`src/rtl/scaler_ctrl.sv`:
```
// Video scaler configuration controller: validates a crop/output request, derives the
// Q4.14 scale factors with one shared serial divider, and commits on the next vsync edge.
module scaler_ctrl #(
   parameter int unsigned INPUT_X_RES_WIDTH  = 11,
   parameter int unsigned INPUT_Y_RES_WIDTH  = 11,
   parameter int unsigned OUTPUT_X_RES_WIDTH = 11,
   parameter int unsigned OUTPUT_Y_RES_WIDTH = 11,
   parameter int unsigned SCALE_INT_BITS     = 4,
   parameter int unsigned SCALE_FRAC_BITS    = 14
) (
   input  logic                                         clk,
   input  logic                                         rst,
   input  logic                                         cfg_valid,
   output logic                                         cfg_ready,
   input  logic [INPUT_X_RES_WIDTH-1:0]                 start_x,
   input  logic [INPUT_X_RES_WIDTH-1:0]                 end_x,
   input  logic [INPUT_Y_RES_WIDTH-1:0]                 start_y,
   input  logic [INPUT_Y_RES_WIDTH-1:0]                 end_y,
   input  logic [OUTPUT_X_RES_WIDTH-1:0]                out_x_res,
   input  logic [OUTPUT_Y_RES_WIDTH-1:0]                out_y_res,
   input  logic                                         nearest_sel,
   input  logic                                         vs_i,
   output logic                                         cfg_error,
   output logic                                         busy,
   output logic                                         scaler_start,
   output logic [INPUT_X_RES_WIDTH-1:0]                 input_x_res,
   output logic [INPUT_Y_RES_WIDTH-1:0]                 input_y_res,
   output logic [OUTPUT_X_RES_WIDTH-1:0]                output_x_res,
   output logic [OUTPUT_Y_RES_WIDTH-1:0]                output_y_res,
   output logic [SCALE_INT_BITS+SCALE_FRAC_BITS-1:0]    x_scale,
   output logic [SCALE_INT_BITS+SCALE_FRAC_BITS-1:0]    y_scale,
   output logic                                         nearest_neighbor
);

   localparam int unsigned SCALE_BITS = SCALE_INT_BITS + SCALE_FRAC_BITS;
   localparam int unsigned IN_W  = (INPUT_X_RES_WIDTH > INPUT_Y_RES_WIDTH) ?
                                   INPUT_X_RES_WIDTH : INPUT_Y_RES_WIDTH;
   localparam int unsigned OUT_W = (OUTPUT_X_RES_WIDTH > OUTPUT_Y_RES_WIDTH) ?
                                   OUTPUT_X_RES_WIDTH : OUTPUT_Y_RES_WIDTH;
   localparam int unsigned DVD_W = IN_W + SCALE_FRAC_BITS + 1;
   localparam int unsigned DVS_W = OUT_W + 1;
   localparam int unsigned CNT_W = $clog2(DVD_W);

   typedef enum logic [2:0] {
      IDLE,
      CHECK,
      DIV_X,
      DIV_Y,
      PEND
   } state_t;

   state_t state, state_next;

   // shadow copy of the request and its derived values, held until commit
   logic [INPUT_X_RES_WIDTH-1:0]  sh_start_x, sh_end_x, sh_in_x;
   logic [INPUT_Y_RES_WIDTH-1:0]  sh_start_y, sh_end_y, sh_in_y;
   logic [OUTPUT_X_RES_WIDTH-1:0] sh_out_x;
   logic [OUTPUT_Y_RES_WIDTH-1:0] sh_out_y;
   logic                          sh_nearest;
   logic [SCALE_BITS-1:0]         sh_x_scale, sh_y_scale;

   logic [DVD_W-1:0]              dvd, quo, quo_next;
   logic [DVS_W-1:0]              dvs, rem;
   logic [DVS_W:0]                trial;
   logic                          qbit;
   logic [CNT_W-1:0]              cnt;
   logic                          div_last;
   logic [SCALE_BITS-1:0]         div_result;

   logic [INPUT_X_RES_WIDTH-1:0]  span_x;
   logic [INPUT_Y_RES_WIDTH-1:0]  span_y;
   logic                          crop_bad;
   logic                          vs_q, vs_edge;
   logic                          loaded;
   logic                          accept, commit, load_x, load_y;

   // request validation, vsync edge detect and one restoring-divider step
   always_comb begin
      span_x     = sh_end_x - sh_start_x;
      span_y     = sh_end_y - sh_start_y;
      crop_bad   = (sh_end_x <= sh_start_x) || (sh_end_y <= sh_start_y);
      vs_edge    = vs_i & ~vs_q;
      trial      = {rem, dvd[DVD_W-1]};
      qbit       = (trial >= {1'b0, dvs});
      quo_next   = {quo[DVD_W-2:0], qbit};
      div_last   = (cnt == CNT_W'(DVD_W - 1));
      div_result = (|quo_next[DVD_W-1:SCALE_BITS]) ? '1 : quo_next[SCALE_BITS-1:0];
   end

   always_ff @(posedge clk or posedge rst) begin
      if (rst) state <= IDLE;
      else     state <= state_next;
   end

   always_comb begin
      state_next = state;
      accept     = 1'b0;
      commit     = 1'b0;
      load_x     = 1'b0;
      load_y     = 1'b0;
      case (state)
         IDLE: begin
            if (cfg_valid) begin
               accept     = 1'b1;
               state_next = CHECK;
            end
         end
         CHECK: begin
            if (crop_bad) begin
               state_next = IDLE;
            end else begin
               load_x     = 1'b1;
               state_next = DIV_X;
            end
         end
         DIV_X: begin
            if (div_last) begin
               load_y     = 1'b1;
               state_next = DIV_Y;
            end
         end
         DIV_Y: begin
            if (div_last) state_next = PEND;
         end
         PEND: begin
            if (vs_edge) begin
               commit     = 1'b1;
               state_next = IDLE;
            end
         end
         default: state_next = IDLE;
      endcase
   end

   // request capture and derived crop sizes
   always_ff @(posedge clk or posedge rst) begin
      if (rst) begin
         sh_start_x <= '0;
         sh_end_x   <= '0;
         sh_start_y <= '0;
         sh_end_y   <= '0;
         sh_out_x   <= '0;
         sh_out_y   <= '0;
         sh_nearest <= 1'b0;
         sh_in_x    <= '0;
         sh_in_y    <= '0;
      end else begin
         if (accept) begin
            sh_start_x <= start_x;
            sh_end_x   <= end_x;
            sh_start_y <= start_y;
            sh_end_y   <= end_y;
            sh_out_x   <= out_x_res;
            sh_out_y   <= out_y_res;
            sh_nearest <= nearest_sel;
         end
         if (load_x) begin
            sh_in_x <= span_x - INPUT_X_RES_WIDTH'(1);
            sh_in_y <= span_y - INPUT_Y_RES_WIDTH'(1);
         end
      end
   end

   // shared divider: x axis first, then reloaded for y; quotient MSB first
   always_ff @(posedge clk or posedge rst) begin
      if (rst) begin
         dvd        <= '0;
         dvs        <= '0;
         rem        <= '0;
         quo        <= '0;
         cnt        <= '0;
         sh_x_scale <= '0;
         sh_y_scale <= '0;
      end else if (load_x) begin
         dvd <= DVD_W'(span_x) << SCALE_FRAC_BITS;
         dvs <= DVS_W'(sh_out_x) + DVS_W'(1);
         rem <= '0;
         quo <= '0;
         cnt <= '0;
      end else if (load_y) begin
         dvd        <= DVD_W'(span_y) << SCALE_FRAC_BITS;
         dvs        <= DVS_W'(sh_out_y) + DVS_W'(1);
         rem        <= '0;
         quo        <= '0;
         cnt        <= '0;
         sh_x_scale <= div_result;
      end else if (state == DIV_X || state == DIV_Y) begin
         dvd <= dvd << 1;
         quo <= quo_next;
         cnt <= cnt + CNT_W'(1);
         rem <= qbit ? DVS_W'(trial - {1'b0, dvs}) : DVS_W'(trial);
         if (state == DIV_Y && div_last) sh_y_scale <= div_result;
      end
   end

   // handshake/status flags, frame start and the atomic commit of the active config
   always_ff @(posedge clk or posedge rst) begin
      if (rst) begin
         vs_q             <= 1'b0;
         loaded           <= 1'b0;
         cfg_ready        <= 1'b1;
         busy             <= 1'b0;
         cfg_error        <= 1'b0;
         scaler_start     <= 1'b0;
         input_x_res      <= '0;
         input_y_res      <= '0;
         output_x_res     <= '0;
         output_y_res     <= '0;
         x_scale          <= '0;
         y_scale          <= '0;
         nearest_neighbor <= 1'b0;
      end else begin
         vs_q         <= vs_i;
         cfg_ready    <= (state_next == IDLE);
         busy         <= (state_next != IDLE);
         cfg_error    <= (state == CHECK) && crop_bad;
         scaler_start <= vs_edge && (loaded || state == PEND);
         if (commit) begin
            loaded           <= 1'b1;
            input_x_res      <= sh_in_x;
            input_y_res      <= sh_in_y;
            output_x_res     <= sh_out_x;
            output_y_res     <= sh_out_y;
            x_scale          <= sh_x_scale;
            y_scale          <= sh_y_scale;
            nearest_neighbor <= sh_nearest;
         end
      end
   end

endmodule

```
`config.mk`:
```
export PLATFORM = sky130hd
export DESIGN_NAME = scaler_ctrl
export DESIGN_NICKNAME = d
export VERILOG_FILES = /design/src/rtl/scaler_ctrl.sv
export SDC_FILE = /design/constraint.sdc
export NUM_CORES = 1
export LEC_CHECK = 0
export BUFFER_PORTS_ARGS = -buffer_cell sky130_fd_sc_hd__buf_2
export CORE_MARGIN = 4
export CORE_UTILIZATION = 56
export CTS_CLUSTER_DIAMETER = 200
export DETAILED_ROUTE_END_ITERATION = 12
export PLACE_DENSITY = 0.77
export SLEW_MARGIN = 10
export SYNTH_ARGS = -nofsm -noshare
export SYNTH_HDL_FRONTEND = slang
export SYNTH_SLANG_ARGS = --single-unit
```
`constraint.sdc`:
```
create_clock -name clk -period 10.8 [get_ports clk]
set_input_delay 1.62 -clock clk [delete_from_list [all_inputs] [get_ports clk]]
set_output_delay 1.62 -clock clk [all_outputs]
set_load 0.05 [all_outputs]
```
# Word level (Yosys, flattened, before mapping)
# Cells that the tools add are included.
# totals
regBits,295
inputBits,71
output_inout_bits,85
elab_cells,94
# classes
addsub,8
n_lt_le_gt_ge,3
eq_ne,5
mux,30
n_bitwise,4
n_reduce_logical,14
# op_table
operator,n
2-to-1 mux 26 bit,3
2-to-1 mux 25 bit,3
2-to-1 mux 12 bit,6
"adder 11 x 1 -> 12 bit, second input constant",2
less-or-equal comparator 11 bit,2
"subtractor 11 x 1 -> 11 bit, second input constant",2
subtractor 11 bit,2
2-to-1 mux 18 bit,1
2-to-1 mux 5 bit,3
one-hot mux 3 bit (5 select lines),1
>= comparator 13 x 12 -> 1 bit,1
2-to-1 mux 3 bit,4
subtractor 12 bit,1
2-to-1 mux 1 bit,8
OR reduction 8 bit,1
"equality test 3 x 2 -> 1 bit, second input constant",2
logical NOT 3 bit,2
nonzero test 3 bit,2
"adder 5 x 1 -> 5 bit, second input constant",1
"equality test 5 bit, second input constant",1
AND reduction 4 bit,1
"equality test 3 x 1 -> 1 bit, second input constant",1
"equality test 3 bit, second input constant",1
logical AND 1 bit,3
other kinds (6),10

# Logic depth before layout (Yosys ltp)
# Gate-level depths: netlist (run 1).
# depth
depth_word,6
depth_mapped,15
mapped_depth_nobuf,12

# Worst setup path before layout (run 1)
# Ideal clock, no wire load.
# synth_timing
path_type,register to register
from,reg sh_end_x[9]
to,reg dvs[6]
setup_ns,0.126
arrival_time_ns,3.219
t_required_ns,10.674
path_slack_ns,7.455
path_stages_with_launch,14
n_path_buf,3
synth_period_minus_slack_ns,3.345
path_cell_list,dfrtp_1 > ha_1 > clkbuf_2 > nand4_1 > a211oi_1 > a2111oi_4 > a211oi_4 > buf_6 > buf_2 > mux2_2 > ha_1 > nand2_2 > xnor2_1 > a221o_1
# synth_between
elab_chain_len,5
word_cells_on_any_way,6
cone_classes,order compare (1); mux (3); reduce/logical (2)
# synth_rtl
item,line,text
from (decl),55,"logic [INPUT_X_RES_WIDTH-1:0] sh_start_x, sh_end_x, sh_in_x;"
from (signal assigned),150,sh_end_x <= end_x;
less-or-equal comparator 11 bit (*),81,crop_bad = (sh_end_x <= sh_start_x) || (sh_end_y <= sh_start_y);
logical OR 1 bit (*),81,
2-to-1 mux 1 bit (*),109,if (crop_bad) begin
2-to-1 mux 1 bit (*),101,case (state)
2-to-1 mux 12 bit / nonzero test 2 bit (equally long branches),n/a,
to (signal assigned),176,dvs <= DVS_W'(sh_out_x) + DVS_W'(1);
to (signal assigned),182,dvs <= DVS_W'(sh_out_y) + DVS_W'(1);
to (decl),63,"logic [DVS_W-1:0] dvs, rem;"
# Every way passes the cells marked *; elsewhere a longest branch is shown, timed or not.
# A chain may end at the register's enable or synchronous reset.

# Worst setup path after layout (run 1)
# Same ends and word-level chain as after synthesis.

==> results of run 1 <==
## state kept, by name (all words and copies together), names as in the netlist, 12 cells and up
register,flops
dvd,12
dvs,12
quo,25
rem,12
sh_x_scale,18
sh_y_scale,18
x_scale,18
y_scale,18
## layer usage
metal | vias to the layer above | global-route usage [%] | share of wire [%]
met5 | - | 0 | 0
met4 | 0 | 6.20 | 2.9
met3 | 49 | 3.42 | 4.4
met2 | 233 | 35.6 | 48
met1 | 4687 | 29.4 | 45
li1 | 4528 | - | -
## stage by stage
step,std cells,instance area [um2]
floorplan,1223,13100
global placement,1640,14200
detailed placement,1640,14200
CTS,1693,15100
global route,1693,15100
finish,1693,15100
## final timing paths
check,start,endpoint
max in group asynchronous,rst,sh_start_y[0]
setup reg to reg,sh_end_x[9],dvs[6]
min in group asynchronous,rst,x_scale[12]
hold / removal,loaded,loaded
hold reg to reg,loaded,loaded
setup / recovery,sh_end_x[9],dvs[6]
## logic make-up after synthesis
family          count (synthesis)  synth area share [%]
mux                           148                  12.6
xor+xnor                       50                  3.33
compound gates                240                  11.0
buf+inv                       120                  3.77
simple gates                  342                  11.6
fa+ha+maj                      42                  4.17
flops                         281                  53.5
## power groups by stage
stage / logic [W] / clock network [W] / registers, W
floorplan: 0.00182 / 0 / 0.00161
global placement: 0.00228 / 0 / 0.00163
detailed placement: 0.00234 / 0 / 0.00164
CTS: 0.00236 / 0.00103 / 0.00163
global route: 0.00264 / 0.00107 / 0.00167
finish: 0.00237 / 0.00101 / 0.00163
## layout by cell type (no fill, tap or decap), types with 24 or more instances in the layout
| master | instances |
|---|---|
| nand2_1 | 157 |
| a21oi_1 | 79 |
| o21ai_0 | 90 |
| nor3_1 | 24 |
| inv_1 | 58 |
| ha_1 | 39 |
| clkbuf_16 | 29 |
| xnor2_1 | 36 |
| buf_2 | 155 |
| dfrtp_1 | 280 |
| mux2_2 | 133 |
| nor2_1 | 82 |
## worst max-delay path, stage by stage (launching register included)
cell,delay [ns]
dfrtp_1,0.39
ha_1,0.41
nand4_1,0.18
a211oi_1,0.38
a2111oi_4,0.12
a211oi_4,0.24
buf_4,0.68
mux2_2,0.43
ha_1,0.30
nand2_2,0.12
xnor2_1,0.08
a221o_1,0.34
## synthesized netlist by cell type, types with 8 or more instances
| library cell | instances | share of area, % |
|---|---|---|
| nand2_1 | 157 | 4.5 |
| nor2_1 | 82 | 2.3 |
| nor4_1 | 8 | 0.38 |
| a21oi_1 | 79 | 3.0 |
| nand4_1 | 14 | 0.67 |
| nand3_1 | 15 | 0.57 |
| a31oi_1 | 8 | 0.38 |
| xnor2_1 | 36 | 2.4 |
| mux2i_1 | 14 | 1.1 |
| inv_1 | 59 | 1.7 |
| nor2b_1 | 9 | 0.43 |
| dfrtp_1 | 280 | 53 |
| a211oi_1 | 8 | 0.46 |
| buf_2 | 10 | 0.38 |
| xor2_1 | 14 | 0.93 |
| ha_1 | 39 | 3.7 |
| o21ai_0 | 90 | 3.4 |
| nor3_1 | 25 | 0.95 |
| mux2_2 | 133 | 11 |
| clkbuf_1 | 42 | 1.2 |
## area by class of cell
cell class,count,area [um2],area share (%)
Clock buffer,36,782,5.17
Clock inverter,17,181,1.20
Timing Repair Buffer,165,863,5.71
Multi-Input combinational cell,822,5650,37.3
Sequential cell,281,7030,46.5
Inverter,59,229,1.51
Tap cell,313,392,2.59
==> results, run 1 <==
- The first detailed-routing pass ran for 6 iterations.
- Global routing used a little over a fifth of the available tracks.
- The wire length of the first global-routing pass is approximately 47 mm.
- The sum of internal, switching and leakage power is 0.00500 W.
- The row count is 55.
- The post-detailed-route via-to-cell ratio is 5.61.
- Among all flip-flop cells after synthesis, the most frequent one is dfrtp_1.
- The number of antenna violations at the first check in global routing came to 0.
- The relative max-transition margin is between 20% and 30%.
- At the worst endpoint, the required time is roughly 11 ns.
- Buffers placed on the I/O ports in this run total 155.
- Counting I/O delays and the setup requirement, the final critical path takes 3.80 ns.
- Setup repair after global routing left no endpoint under its margin.
- The share of total power dissipated in the clock network is approximately a fifth.
- The floorplan die area is 26000 um2.
- At the end of routability-driven placement, the weighted congestion stood at 0.861.
- The flow ran to the end, and the final reports show no timing, DRC or antenna violations.
- After synthesis, flip-flops and latches occupy ~54% of the total area.
- The count of cells along the worst register-to-register path is 11.
- The largest net degree at the start of global routing is ~180.
- The number of violations of the max-capacitance limit is 0.
- In the synthesized netlist, the number of instances is around 1200.
- The summed negative setup slack over all endpoints is 0 ns.
- The internal power consumption is ~0.0029 W.
- The critical path is of the reg2reg type.
- The path class of the tightest hold or removal check is reg2reg.
- For the worst setup path, the data arrival time is ~4.2 ns.
- The number of warnings printed during yosys synthesis is 0.
- The final hold violation count came to 0.
- The TritonCTS buffer count is 29.
- The synthesized design contains around 280 register bits.
- The reg-to-reg setup timing slack is around 7 ns.
- The sum of routed wire length over all layers is between 20 and 30 mm.
- When the netlist entered floorplanning its net count stood at 1336.
- The wire length per cell after detailed routing is between 15 and 20 um.
- In this run, flip-flops and latches consume about a third of the power.
- Of all flip-flops after synthesis, the portion carrying an async set or reset was 100%.
- Power spread over the standard cell area amounts to ~330 nW/um2.
- The kind of capture point of the worst setup path is a flop.
- The cell count of the worst hold path is 1.
- After detailed routing, the number of remaining DRC violations is 0.
- At the pin with the least slew margin, the transition time is about 1.1 ns.
- The number of buffers added for setup after CTS is 0.
- The detail route stage leaves a number of antenna-violating nets equal to 0.
- The detailed router finished its first iteration with ~570 violations.
- The worst supply voltage drop on vdd is roughly 0.21 mV.
- The total of cells resized after clock tree synthesis is 0.
- STA classifies the critical path startpoint as a flop.
- The number of top-level pins is between 150 and 200.
- For this run the aggregate overflow at the end of global routing stands at 0.
- The netlist uses 65 different library cells.
- The number of max-slew violations in the final report came to 0.
- The antenna diode count is 0.
- The routed layout has 9497 vias.
- The share of total power in combinational logic is a little under half.
- The standby leakage power is 7.27 nW.
- The region available for standard cell placement spans about 23000 um2.
- CTS built an H-tree with a depth of 1.
- In this run, post-CTS hold repair placed 0 buffers.
- Hold is met by around 0.46 ns.
- The cell area that synthesis handed to floorplanning was between 10000 and 15000 um2.
- The master cell of the clock root buffer is clkbuf_16.
- TritonCTS built the clock tree.
- After layout, the worst path uses a little over a third of the clock period.
- The worst-case clock buffer depth is 3.
- The final layout net count is about 1500.
- Clock-pin slew was measured on the worst setup and hold paths at ~0.070 ns.
- The net switching fraction of the power is a little over two fifths.
- Along the worst path, the maximum fanout reaches between 70 and 80.
- The detailed-placement wirelength estimate is about 19 mm.
- The post-route core utilization is 66.2%.
- The number of global-route vias before repair is approximately 9600.
- Compared with the post-synthesis result, the final layout area differs by 15.1%.
- Once the floorplan was initialized, standard cells occupied approximately 58% of the core.
- OpenSTA, run right after detailed placement, puts the worst setup slack at approximately 7.1 ns.
- Between clock sinks in the finished design, the worst skew comes to slightly above 0.009 ns.
- For this design the total switching power over the nets is roughly 0.0021 W.
- The clock network latency to the later pin of the worst-skew pair is 0.54 ns.
- The chip width is 161 um.
- The vertical die dimension is ~160 um.
- Cells with a size suffix above 1 make up a little over a quarter of the layout.
- The upper clock frequency limit is roughly 260 MHz.
- In the post-route analysis, the smallest setup slack over all paths is approximately 7.0 ns.
- Setup violations remaining at the end of the flow were counted as 0.
- The count of flip-flops with a built-in enable after synthesis is 0.
- The clock net in this run drives a total of 281 sinks.
- Counting the fill cells in the layout gives 1777.
- A synthesized cell averages 10.7 um2.
(Power assumes the default switching activity.)
==> run 2, diff against run 1 <==
- CORE_UTILIZATION: 56 -> 53
- PLACE_DENSITY: 0.77 -> 0.76
- clock period: 10.8 -> 3.15 ns (I/O delays scaled with it)
==> results, run 2 (synthesis gave the netlist of run 1 again) <==
- The net switching fraction of the power came to 41.1% (-0.51 points).
- The internal power consumption was 0.0105 W (+260%).
- The number of antenna violations at the first check in global routing is 0 (unchanged).
- Setup repair after global routing could not meet its margin everywhere.
- STA classifies the critical path endpoint as a flop.
- The share of total power in combinational logic is 50.6% (+3.2 points).
- The class of the tightest hold or removal check is in2reg.
- The worst-case clock buffer depth is 3 (unchanged).
- The total clock sinks came to 281 (unchanged).
- The worst slack after detailed placement came to 0.0307 ns (-7.02 ns).
- The number of filler instances in the final layout is 1872 (+5.3%).
- The standby leakage power is 7.44 nW (+2.3%).
- In the layout the commonest cells are dfrtp_1, nand2_1, buf_2, mux2_2, o21ai_0.
- The number of design rule violations left after detail routing is 0 (unchanged).
- The fraction of the cycle the final worst path needs came to 97.9% (+63 points).
- The via count is 9528 (+0.33%).
- The master cell of the clock root buffer is clkbuf_16.
- The register clock-pin slew on the reported worst setup and hold paths is 0.06 ns (about the same).
- The global placement routability congestion was 0.912 (+5.9%).
- The vertical die dimension is 165 um (+2.7%).
- The row count is 57 (+3.6%).
- The number of input and output port buffers inserted is 155 (unchanged).
- The transition at the pin with the smallest max-transition slack is 0.615 ns (-0.473 ns).
- The number of top-level pins is 156 (unchanged).
- The number of violations of the max-capacitance limit is 0 (unchanged).
- The floorplan die area came to 27400 um2 (+5.4%).
- The CTS H-tree depth is 1 (unchanged).
- The chip width was 165 um (+2.7%).
- The final hold violation count is 0 (unchanged).
- The minimum setup slack in the final design is 0.0666 ns (-6.93 ns).
- The critical path data arrival time came to 3.50 ns (-0.72 ns).
- The final layout net count is 1510 (+2.7%).
- The clock network latency to the later pin of the worst-skew pair came to 0.55 ns (about the same).
- The area growth from synthesis to layout is 18.7%.
- The wire length of the first global-routing pass is 47.6 mm (+1.4%).
- The number of routed nets with antenna violations came to 0 (unchanged).
- The wire length per cell after detailed routing came to 16.3 um (-0.17%).
- The worst setup path is launched from a flop.
- The summed negative setup slack over all endpoints is 0 ns (unchanged).
- The relative max-transition margin is 58.9% (+32 points).
- The run finished with clean final reports.
- The antenna diode count is 0 (unchanged).
- The detailed-placement wirelength estimate was 19.6 mm (+5.8%).
- The class of the most critical setup path is reg2reg.
- The detailed-router iteration count before antenna repair is 5 (-1).
- The data required time of the worst path is 3.57 ns (-7.65 ns).
- The register with the most flip-flops is quo.
- The sum of routed wire length over all layers is 28.3 mm (+2.5%).
- The clock network power share is 18.0% (-2.1 points).
- The maximum fanout count along the critical path was 7 (-91%).
- The power per unit of standard cell area was 1140 nW/um2 (+250%).
- The standard cell core area is 24300 um2 (+6.4%).
- The TritonCTS clock tree is built.
- The number of failing setup endpoints in the final timing report is 0 (unchanged).
- The global-route congestion overflow total is 0 (unchanged).
- The initial cell density of the core is 54.0% (-3.5 points).
- The combined global-route utilization of all metal layers was 21.1% (-0.27 points).
- The largest net degree at the start of global routing was 100 (-45%).
- The count of routing violations after the opening detailed-route iteration is 674 (+19%).
- The share of cells above drive strength 1 is 29.6% (+3.0 points).
- The flip-flop count of the largest register, all copies and words added is 25 (unchanged).
- The worst supply voltage drop on vdd is 0.544 mV (+160%).
- The net switching power is 0.00732 W (+250%).
- The TritonCTS buffer count is 29 (unchanged).
- The proportion of power drawn by flip-flops and latches is 31.4% (-1.1 points).
- The minimum clock period after layout is 3.08 ns (-0.718 ns).
- The number of max-slew violations in the final report came to 0 (unchanged).
- The sum of internal, switching and leakage power is 0.0178 W (+260%).
- The clock skew after layout is 0.0189 ns (+0.00972 ns).
- The number of global-route vias before repair is 9557 (-0.31%).
- The upper clock frequency limit was 324 MHz (+23%).
- The most common cell after layout, fill and taps aside is dfrtp_1.
- The post-detailed-route via-to-cell ratio is 5.48 (-2.3%).
==> run 2: changes by cell type in the layout (fill, tap and decap cells not counted), moves of 4 or more <==
cell,before,now
buf_4,9,39
ha_1,39,30
ha_4,0,8
buf_12,1,8
clkbuf_8,3,7
clkinv_2,8,4
clkinv_4,4,0
==> run 2: worst paths after layout <==
path / startpoint / to / slack [ns] / depth (start not counted)
max in group asynchronous: rst / sh_out_x[9] / 1.96 / 5
worst max register to register: sh_end_y[7] / dvs[6] / 0.07 / 11
min in group asynchronous: rst / x_scale[15] / 0.41 / 3
worst min register to register: loaded / loaded / 0.46 / 1
worst max-delay path: sh_end_y[7] / dvs[6] / 0.07 / 11
worst min-delay path: vs_i / vs_q / 0.05 / 1
==> run 2: power by group through the flow <==
stage	Sequential [W]	Clock [W]	Combinational, W
after floorplan	0.00551	0	0.00625
after global placement	0.00557	0	0.00833
after detailed placement	0.00562	0	0.00858
after CTS	0.00557	0.00328	0.00865
after global routing	0.00574	0.00343	0.0101
final	0.00560	0.00320	0.00901
==> run 2: what timing repair did <==
action | 4_1_cts | 5_1_grt
endpoints found under the setup margin | 1 | 56
endpoints found under the hold margin | 3 | 0
pin swaps | 1 | 9
setup buffers | 0 | 3
gates resized for setup | 1 | 23
hold buffers | 1 | 0
gates cloned | 0 | 0
==> run 2: critical path: stages, from the launching register on <==
cell and delay [ns]:
dfrtp_1 0.38, ha_1 0.35, nand4_1 0.15, nor3_2 0.08
or3_4 0.38, a211oi_4 0.39, buf_6 0.16, mux2_2 0.36
ha_4 0.20, nand2_2 0.08, xnor2_1 0.07, a221o_1 0.34
==> run 2: per-stage QoR <==
| step | instance area (um2) | hold WS, ns | std cells | utilization [%] |
|---|---|---|---|---|
| floorplan | 13200 | 0.423 | 1223 | - |
| global placement | 14500 | 0.418 | 1686 | 59.7 |
| detailed placement | 14500 | 0.418 | 1686 | 59.7 |
| CTS | 15400 | 0.0258 | 1735 | 63.4 |
| global route | 15600 | 0.0360 | 1738 | 64.1 |
| finish | 15600 | 0.0463 | 1738 | 64.1 |
==> run 2: cell type report <==
class                   instances  area (um2)  share of cell area [%]
clock inverters                 6        36.3                   0.233
multi-input cells             822        5800                    37.2
clock buffers                  42         845                    5.41
inverters                      59         225                    1.44
well taps                     324         405                    2.60
flip-flops and latches        281        7030                    45.1
repair buffers                204        1250                    8.01
==> run 2: routing by layer <==
metal	share of wire, %	global-route usage, %	up-vias
li1	-	-	4594
met1	46	30.0	4698
met2	48	34.6	199
met3	4.5	2.85	37
met4	2.0	5.40	0
met5	0	0	-
